## config.mk

```make
export PLATFORM = sky130hd
export DESIGN_NAME = enc_input_key
export DESIGN_NICKNAME = d
export VERILOG_FILES = /design/src/rtl/enc_input_key_pkg.sv /design/src/rtl/key_hold_cnt.sv /design/src/rtl/enc_input_key.sv
export SDC_FILE = /design/constraint.sdc
export NUM_CORES = 1
export LEC_CHECK = 0
export BUFFER_PORTS_ARGS = -buffer_cell sky130_fd_sc_hd__buf_2
export CORE_MARGIN = 2
export CORE_UTILIZATION = 40
export CTS_CLUSTER_DIAMETER = 200
export CTS_CLUSTER_SIZE = 14
export DETAILED_ROUTE_END_ITERATION = 7
export MAX_ROUTING_LAYER = met4
export SLEW_MARGIN = 20
export SYNTH_ARGS = -nofsm -noshare
export SYNTH_HDL_FRONTEND = slang
export SYNTH_SLANG_ARGS = --single-unit
```

## constraint.sdc

```tcl
create_clock -name Clk -period 1.95 [get_ports Clk]
set_clock_uncertainty 0.1 [all_clocks]
set_input_delay 0.0975 -clock Clk [delete_from_list [all_inputs] [get_ports Clk]]
set_output_delay 0.0975 -clock Clk [all_outputs]
set_load 0.03 [all_outputs]
```

## src/rtl/enc_input_key_pkg.sv

```systemverilog
`default_nettype none
// ============================================================================
// Module      : enc_input_key_pkg
// Description : Shared types and constants for the input-key frame encoder.
//               Holds the frame FSM state encoding, the 4-symbol preamble
//               pattern and the count of fixed symbols in a frame.
// Revision    : 1.0 - initial release
// ============================================================================
package enc_input_key_pkg;

    typedef enum logic [2:0] {
        ST_IDLE = 3'd0,
        ST_PRE1 = 3'd1,
        ST_PRE2 = 3'd2,
        ST_PRE3 = 3'd3,
        ST_PRE4 = 3'd4,
        ST_MODE = 3'd5,
        ST_HOLD = 3'd6,
        ST_GAP  = 3'd7
    } state_t;

    // Preamble symbols, sent MSB first (PRE1 carries bit 3).
    localparam logic [3:0] PREAMBLE = 4'b1010;

    // Preamble plus the first mode symbol: minimum valid-symbol run of a frame.
    localparam int unsigned SYM_COUNT = 5;

    // Key symbol carried by a preamble state; 0 for any other state.
    function automatic logic preamble_bit(input state_t s);
        logic b;
        b = 1'b0;
        case (s)
            ST_PRE1: b = PREAMBLE[3];
            ST_PRE2: b = PREAMBLE[2];
            ST_PRE3: b = PREAMBLE[1];
            ST_PRE4: b = PREAMBLE[0];
            default: b = 1'b0;
        endcase
        return b;
    endfunction

endpackage
`default_nettype wire

```

## src/rtl/key_hold_cnt.sv

```systemverilog
`default_nettype none
// ============================================================================
// Module      : key_hold_cnt
// Description : Loadable down-counter with a zero flag. Counts down only
//               while dec is asserted and never wraps below zero.
// Ports       : clk      - clock (rising edge)
//               rst_n    - asynchronous active-low reset, clears the count
//               load     - load load_val (has priority over dec)
//               load_val - value to load
//               dec      - decrement request
//               zero     - count is zero
// Revision    : 1.0 - initial release
// ============================================================================
module key_hold_cnt #(
    parameter int LEN_W = 8
) (
    input  logic             clk,
    input  logic             rst_n,
    input  logic             load,
    input  logic [LEN_W-1:0] load_val,
    input  logic             dec,
    output logic             zero
);

    logic [LEN_W-1:0] count_q;
    logic [LEN_W-1:0] count_d;

    assign zero = (count_q == '0);

    always_comb begin
        count_d = count_q;
        if (load) begin
            count_d = load_val;
        end else if (dec && !zero) begin
            count_d = count_q - LEN_W'(1);
        end
    end

    always_ff @(posedge clk or negedge rst_n) begin
        if (!rst_n) begin
            count_q <= '0;
        end else begin
            count_q <= count_d;
        end
    end

endmodule
`default_nettype wire

```

## src/rtl/enc_input_key.sv

```systemverilog
`default_nettype none
// ============================================================================
// Module      : enc_input_key
// Description : Serial key-frame encoder. On Start it emits a preamble
//               (1,0,1,0), one mode symbol plus HoldLen repeats of it, then
//               a one-cycle gap carrying the Done pulse. Abort cuts a frame
//               short straight into the gap.
// Ports       : Clk      - clock (rising edge)
//               Reset    - asynchronous active-low reset
//               Start    - frame request, sampled only in IDLE
//               ModeIn   - mode to encode, latched on accepted Start
//               HoldLen  - extra mode-symbol cycles, latched on accepted Start
//               Abort    - terminate an in-progress frame
//               InputKey - registered serial key symbol
//               ValidCmd - registered symbol-valid qualifier
//               Busy     - frame in progress (all states except IDLE)
//               Done     - one-cycle pulse in the gap cycle
// Revision    : 1.0 - initial release
// ============================================================================
module enc_input_key
    import enc_input_key_pkg::*;
#(
    parameter int LEN_W = 8
) (
    input  logic             Clk,
    input  logic             Reset,
    input  logic             Start,
    input  logic             ModeIn,
    input  logic [LEN_W-1:0] HoldLen,
    input  logic             Abort,
    output logic             InputKey,
    output logic             ValidCmd,
    output logic             Busy,
    output logic             Done
);

    state_t           state_q;
    state_t           state_d;
    logic             mode_q;
    logic             mode_d;
    logic [LEN_W-1:0] len_q;
    logic [LEN_W-1:0] len_d;

    logic             key_q;
    logic             key_d;
    logic             valid_q;
    logic             valid_d;
    logic             busy_q;
    logic             busy_d;
    logic             done_q;
    logic             done_d;

    logic             cnt_load;
    logic [LEN_W-1:0] cnt_load_val;
    logic             cnt_dec;
    logic             cnt_zero;

    // HOLD runs len_q cycles: the counter is loaded with len_q-1 and HOLD
    // exits on the cycle the counter reads zero, so the full 2^LEN_W-1
    // range fits without wrapping.
    key_hold_cnt #(
        .LEN_W (LEN_W)
    ) u_hold_cnt (
        .clk      (Clk),
        .rst_n    (Reset),
        .load     (cnt_load),
        .load_val (cnt_load_val),
        .dec      (cnt_dec),
        .zero     (cnt_zero)
    );

    // ------------------------------------------------------------------
    // State and latched-parameter registers
    // ------------------------------------------------------------------
    always_ff @(posedge Clk or negedge Reset) begin
        if (!Reset) begin
            state_q <= ST_IDLE;
            mode_q  <= 1'b0;
            len_q   <= '0;
        end else begin
            state_q <= state_d;
            mode_q  <= mode_d;
            len_q   <= len_d;
        end
    end

    // ------------------------------------------------------------------
    // Next-state logic
    // ------------------------------------------------------------------
    always_comb begin
        state_d      = state_q;
        mode_d       = mode_q;
        len_d        = len_q;
        cnt_load     = 1'b0;
        cnt_load_val = '0;
        cnt_dec      = 1'b0;

        case (state_q)
            ST_IDLE: begin
                if (Start) begin
                    state_d = ST_PRE1;
                    mode_d  = ModeIn;
                    len_d   = HoldLen;
                end
            end
            ST_PRE1: state_d = ST_PRE2;
            ST_PRE2: state_d = ST_PRE3;
            ST_PRE3: state_d = ST_PRE4;
            ST_PRE4: state_d = ST_MODE;
            ST_MODE: begin
                if (len_q != '0) begin
                    state_d      = ST_HOLD;
                    cnt_load     = 1'b1;
                    cnt_load_val = len_q - LEN_W'(1);
                end else begin
                    state_d = ST_GAP;
                end
            end
            ST_HOLD: begin
                if (cnt_zero) begin
                    state_d = ST_GAP;
                end else begin
                    cnt_dec = 1'b1;
                end
            end
            ST_GAP:  state_d = ST_IDLE;
            default: state_d = ST_IDLE;
        endcase

        // Abort beats every other transition while symbols are being sent.
        if (Abort && (state_q != ST_IDLE) && (state_q != ST_GAP)) begin
            state_d  = ST_GAP;
            cnt_load = 1'b0;
            cnt_dec  = 1'b0;
        end
    end

    // ------------------------------------------------------------------
    // Output decode. Decoding the next state and registering it gives
    // output flops that always match the current state, with no input
    // reaching an output without passing through a flop.
    // ------------------------------------------------------------------
    always_comb begin
        valid_d = 1'b0;
        key_d   = 1'b0;
        busy_d  = (state_d != ST_IDLE);
        done_d  = (state_d == ST_GAP);
        case (state_d)
            ST_PRE1, ST_PRE2, ST_PRE3, ST_PRE4: begin
                valid_d = 1'b1;
                key_d   = preamble_bit(state_d);
            end
            ST_MODE, ST_HOLD: begin
                valid_d = 1'b1;
                key_d   = mode_d;
            end
            default: begin
                valid_d = 1'b0;
                key_d   = 1'b0;
            end
        endcase
    end

    always_ff @(posedge Clk or negedge Reset) begin
        if (!Reset) begin
            key_q   <= 1'b0;
            valid_q <= 1'b0;
            busy_q  <= 1'b0;
            done_q  <= 1'b0;
        end else begin
            key_q   <= key_d;
            valid_q <= valid_d;
            busy_q  <= busy_d;
            done_q  <= done_d;
        end
    end

    assign InputKey = key_q;
    assign ValidCmd = valid_q;
    assign Busy     = busy_q;
    assign Done     = done_q;

endmodule
`default_nettype wire

```

==> metrics.txt <==
Final Max Slew Viols 0; global-route wire length before repair 6.22 mm; Tot GR Track Use around a fifth; die area about 4100 µm²; Post-Syn Nets 162; mapped cell area approximately 1500 µm²; Worst Hold Class input port to register; WP data required between 2 and 2.5 ns; Yosys cell types 49; CP Max Fanout 2; Final nets 226; htree depth 1; most common cell after layout, fill and taps aside buf_4; DRC Markers 0; sequential share of power a little under a third; WS Path Type register to register; area grow syn2layout 41.0%; Ant. Diodes 0; initial core utilization 42.6%; CTS root buf clkbuf_4; YS warnings 0; initial DRC count 71; Pleak 0.000896 µW; ys async rst share 100%; CP startpoint kind register; placed cell area roughly 1800 µm²; post-DR vias/cell between 5 and 6; maximum VDD drop around 0.89 mV; max_slew headroom 64.5%; total congestion overflow 0; fmax about 0.49 GHz; total number of vias about 1300; Gate Count Post-Synth 145; share of layout cells above drive strength 1 between 40% and 50%; fin area 2050 µm²; fin crit share 104%; Filler cells 311; drt first pass iters 4; utilization after layout approximately three fifths; Pwr Total 3100 µW; wire length on met2 1.70 mm; average instance area after synthesis approximately 10 µm²; vias in the first global route between 1000 and 1500; Max-Cap Viols 0; IO buf count 16; cell row count 21; largest net degree at the start of global routing 25; number of synthesized flops with an enable pin 0; CTS clk-pin slew, worst paths about 0.12 ns; most frequent cells in the layout buf_4 (38), dfrtp_1 (24), buf_2 (16); most common flop cell mapped by yosys dfrtp_1; RSZ-0062 raised after global routing true; antenna-violating nets left 0; Comb pwr share between 60% and 70%; Pint 1890 µW; GP Congestion roughly 0.85; reg-to-reg slack, setup -0.07 ns; switch share between 30 and 40%; top sig layer met4; final hold vios 0; Psw between 1000 and 1500 µW; register bit total from synthesis 24; wire length on met1 between 1.5 and 2 mm; # IOs 17; Critical Path End Type register; WL final approximately 3.4 mm; CTS tree built; post-route worst setup slack -0.0714 ns; Die Ht roughly 64 µm; antenna violations before repair 0; sequential share of the synthesized area between 40% and 50%; Least-Margin Pin Slew ~0.53 ns; Core Region 3420 µm²; Clk pwr share 7.0%; clk_lat worst skew 0.31 ns; routed len/inst 13.6 µm; total power divided by cell area roughly 1500 nW/µm²; Worst EP arrival about 2.1 ns; R2R depth 6; # clock sinks 24; WL met3 about 91 µm; worst slack, placed -0.0690 ns; Min-Delay Path Depth 4; post-DP HPWL roughly 2.6 mm; # setup viols final 1; violated checks negative setup slack; total CTS buffers 3; minimum clock period between 2 and 2.5 ns; Max clock buf depth 2; die width between 60 and 70 µm; status complete, but fails checks
==> per-stage QoR <==
step | TNS, ns | instances | hold WS [ns]
global route | -0.306 | 253 | 0.111
finish | -0.0714 | 253 | 0.0868
floorplan | -0.134 | 145 | -0.298
global placement | -0.0179 | 232 | 0.00682
CTS | -0.0738 | 250 | 0.0773
detailed placement | -0.0952 | 232 | 0.0126
==> sequential cells by signal, indices dropped and copies added (netlist names) <==
signal,flops
u_hold_cnt.count_q,8
len_q,8
Busy,1
state_q,3
Done,1
ValidCmd,1
InputKey,1
mode_q,1
==> per-layer routing <==
metal	GRT usage [%]	vias to the layer above
li1	-	671
met4	6.91	0
met3	2.11	5
met1	26.3	625
met2	32.0	22
met5	-	-
==> area by class of cell <==
cell class / count / area (µm²) / area share (%)
clock buffers: 3 / 22.5 / 1.10
multi-input cells: 107 / 856 / 41.8
well taps: 46 / 57.6 / 2.81
repair buffers: 66 / 487 / 23.7
flip-flops and latches: 24 / 601 / 29.3
inverters: 7 / 26.3 / 1.28
==> synthesized netlist by cell type (3+ instances only) <==
cell type | number | area (µm²)
o211a_1 | 3 | 30.0
nand2b_1 | 3 | 18.8
nor4_1 | 6 | 37.5
o21ai_0 | 6 | 30.0
o21a_1 | 3 | 22.5
mux2_2 | 8 | 90.1
nor2_1 | 5 | 18.8
inv_1 | 7 | 26.3
dfrtp_1 | 24 | 601
nor2b_1 | 4 | 25.0
clkbuf_1 | 6 | 22.5
ha_1 | 4 | 50.1
nand2_1 | 9 | 33.8
a21oi_1 | 5 | 25.0
nor3_1 | 3 | 15.0
xnor2_1 | 3 | 26.3
==> cells by family after synthesis <==
group / after synthesis / synth area share (%)
AOI/OAI and AO/OA: 39 / 20.6
muxes: 10 / 7.57
buffers and inverters: 14 / 4.13
DFF: 24 / 41.3
xor gates and xnor gates: 5 / 3.01
and+or+nand+nor: 48 / 19.3
adders and majority gates: 5 / 4.13
==> path summary, 6_finish.rpt <==
path | end | startpoint
worst max-delay path | InputKey | len_q[1]
worst min-delay path | Busy | Start
worst max register to register | InputKey | len_q[1]
worst min register to register | mode_q | mode_q
max in group asynchronous | Done | Reset
min in group asynchronous | u_hold_cnt.count_q[6] | Reset
==> power by group through the flow <==
| stage | clock [µW] | sequential [µW] | combinational (µW) |
|---|---|---|---|
| floorplan | 0 | 1020 | 949 |
| global placement | 0 | 933 | 1700 |
| detailed placement | 0 | 944 | 1750 |
| CTS | 236 | 934 | 1840 |
| global route | 254 | 977 | 2160 |
| finish | 217 | 940 | 1950 |
==> worst max-delay path: stages, from the launching register on <==
cell      delay (ns)
dfrtp_1         0.42
inv_2           0.09
ha_4            0.13
or3b_4          0.37
o211a_1         0.23
or3_4           0.38
a2bb2o_4        0.20
==> what timing repair did <==
item                                    CTS  global route
pin swaps                                 2             5
setup buffers                             4             3
hold endpoints to repair                 34             0
endpoints found under the setup margin    3             8
hold buffers                             11             0
gates resized for setup                   3             8
No activity file was read; power rests on OpenSTA's default activity.
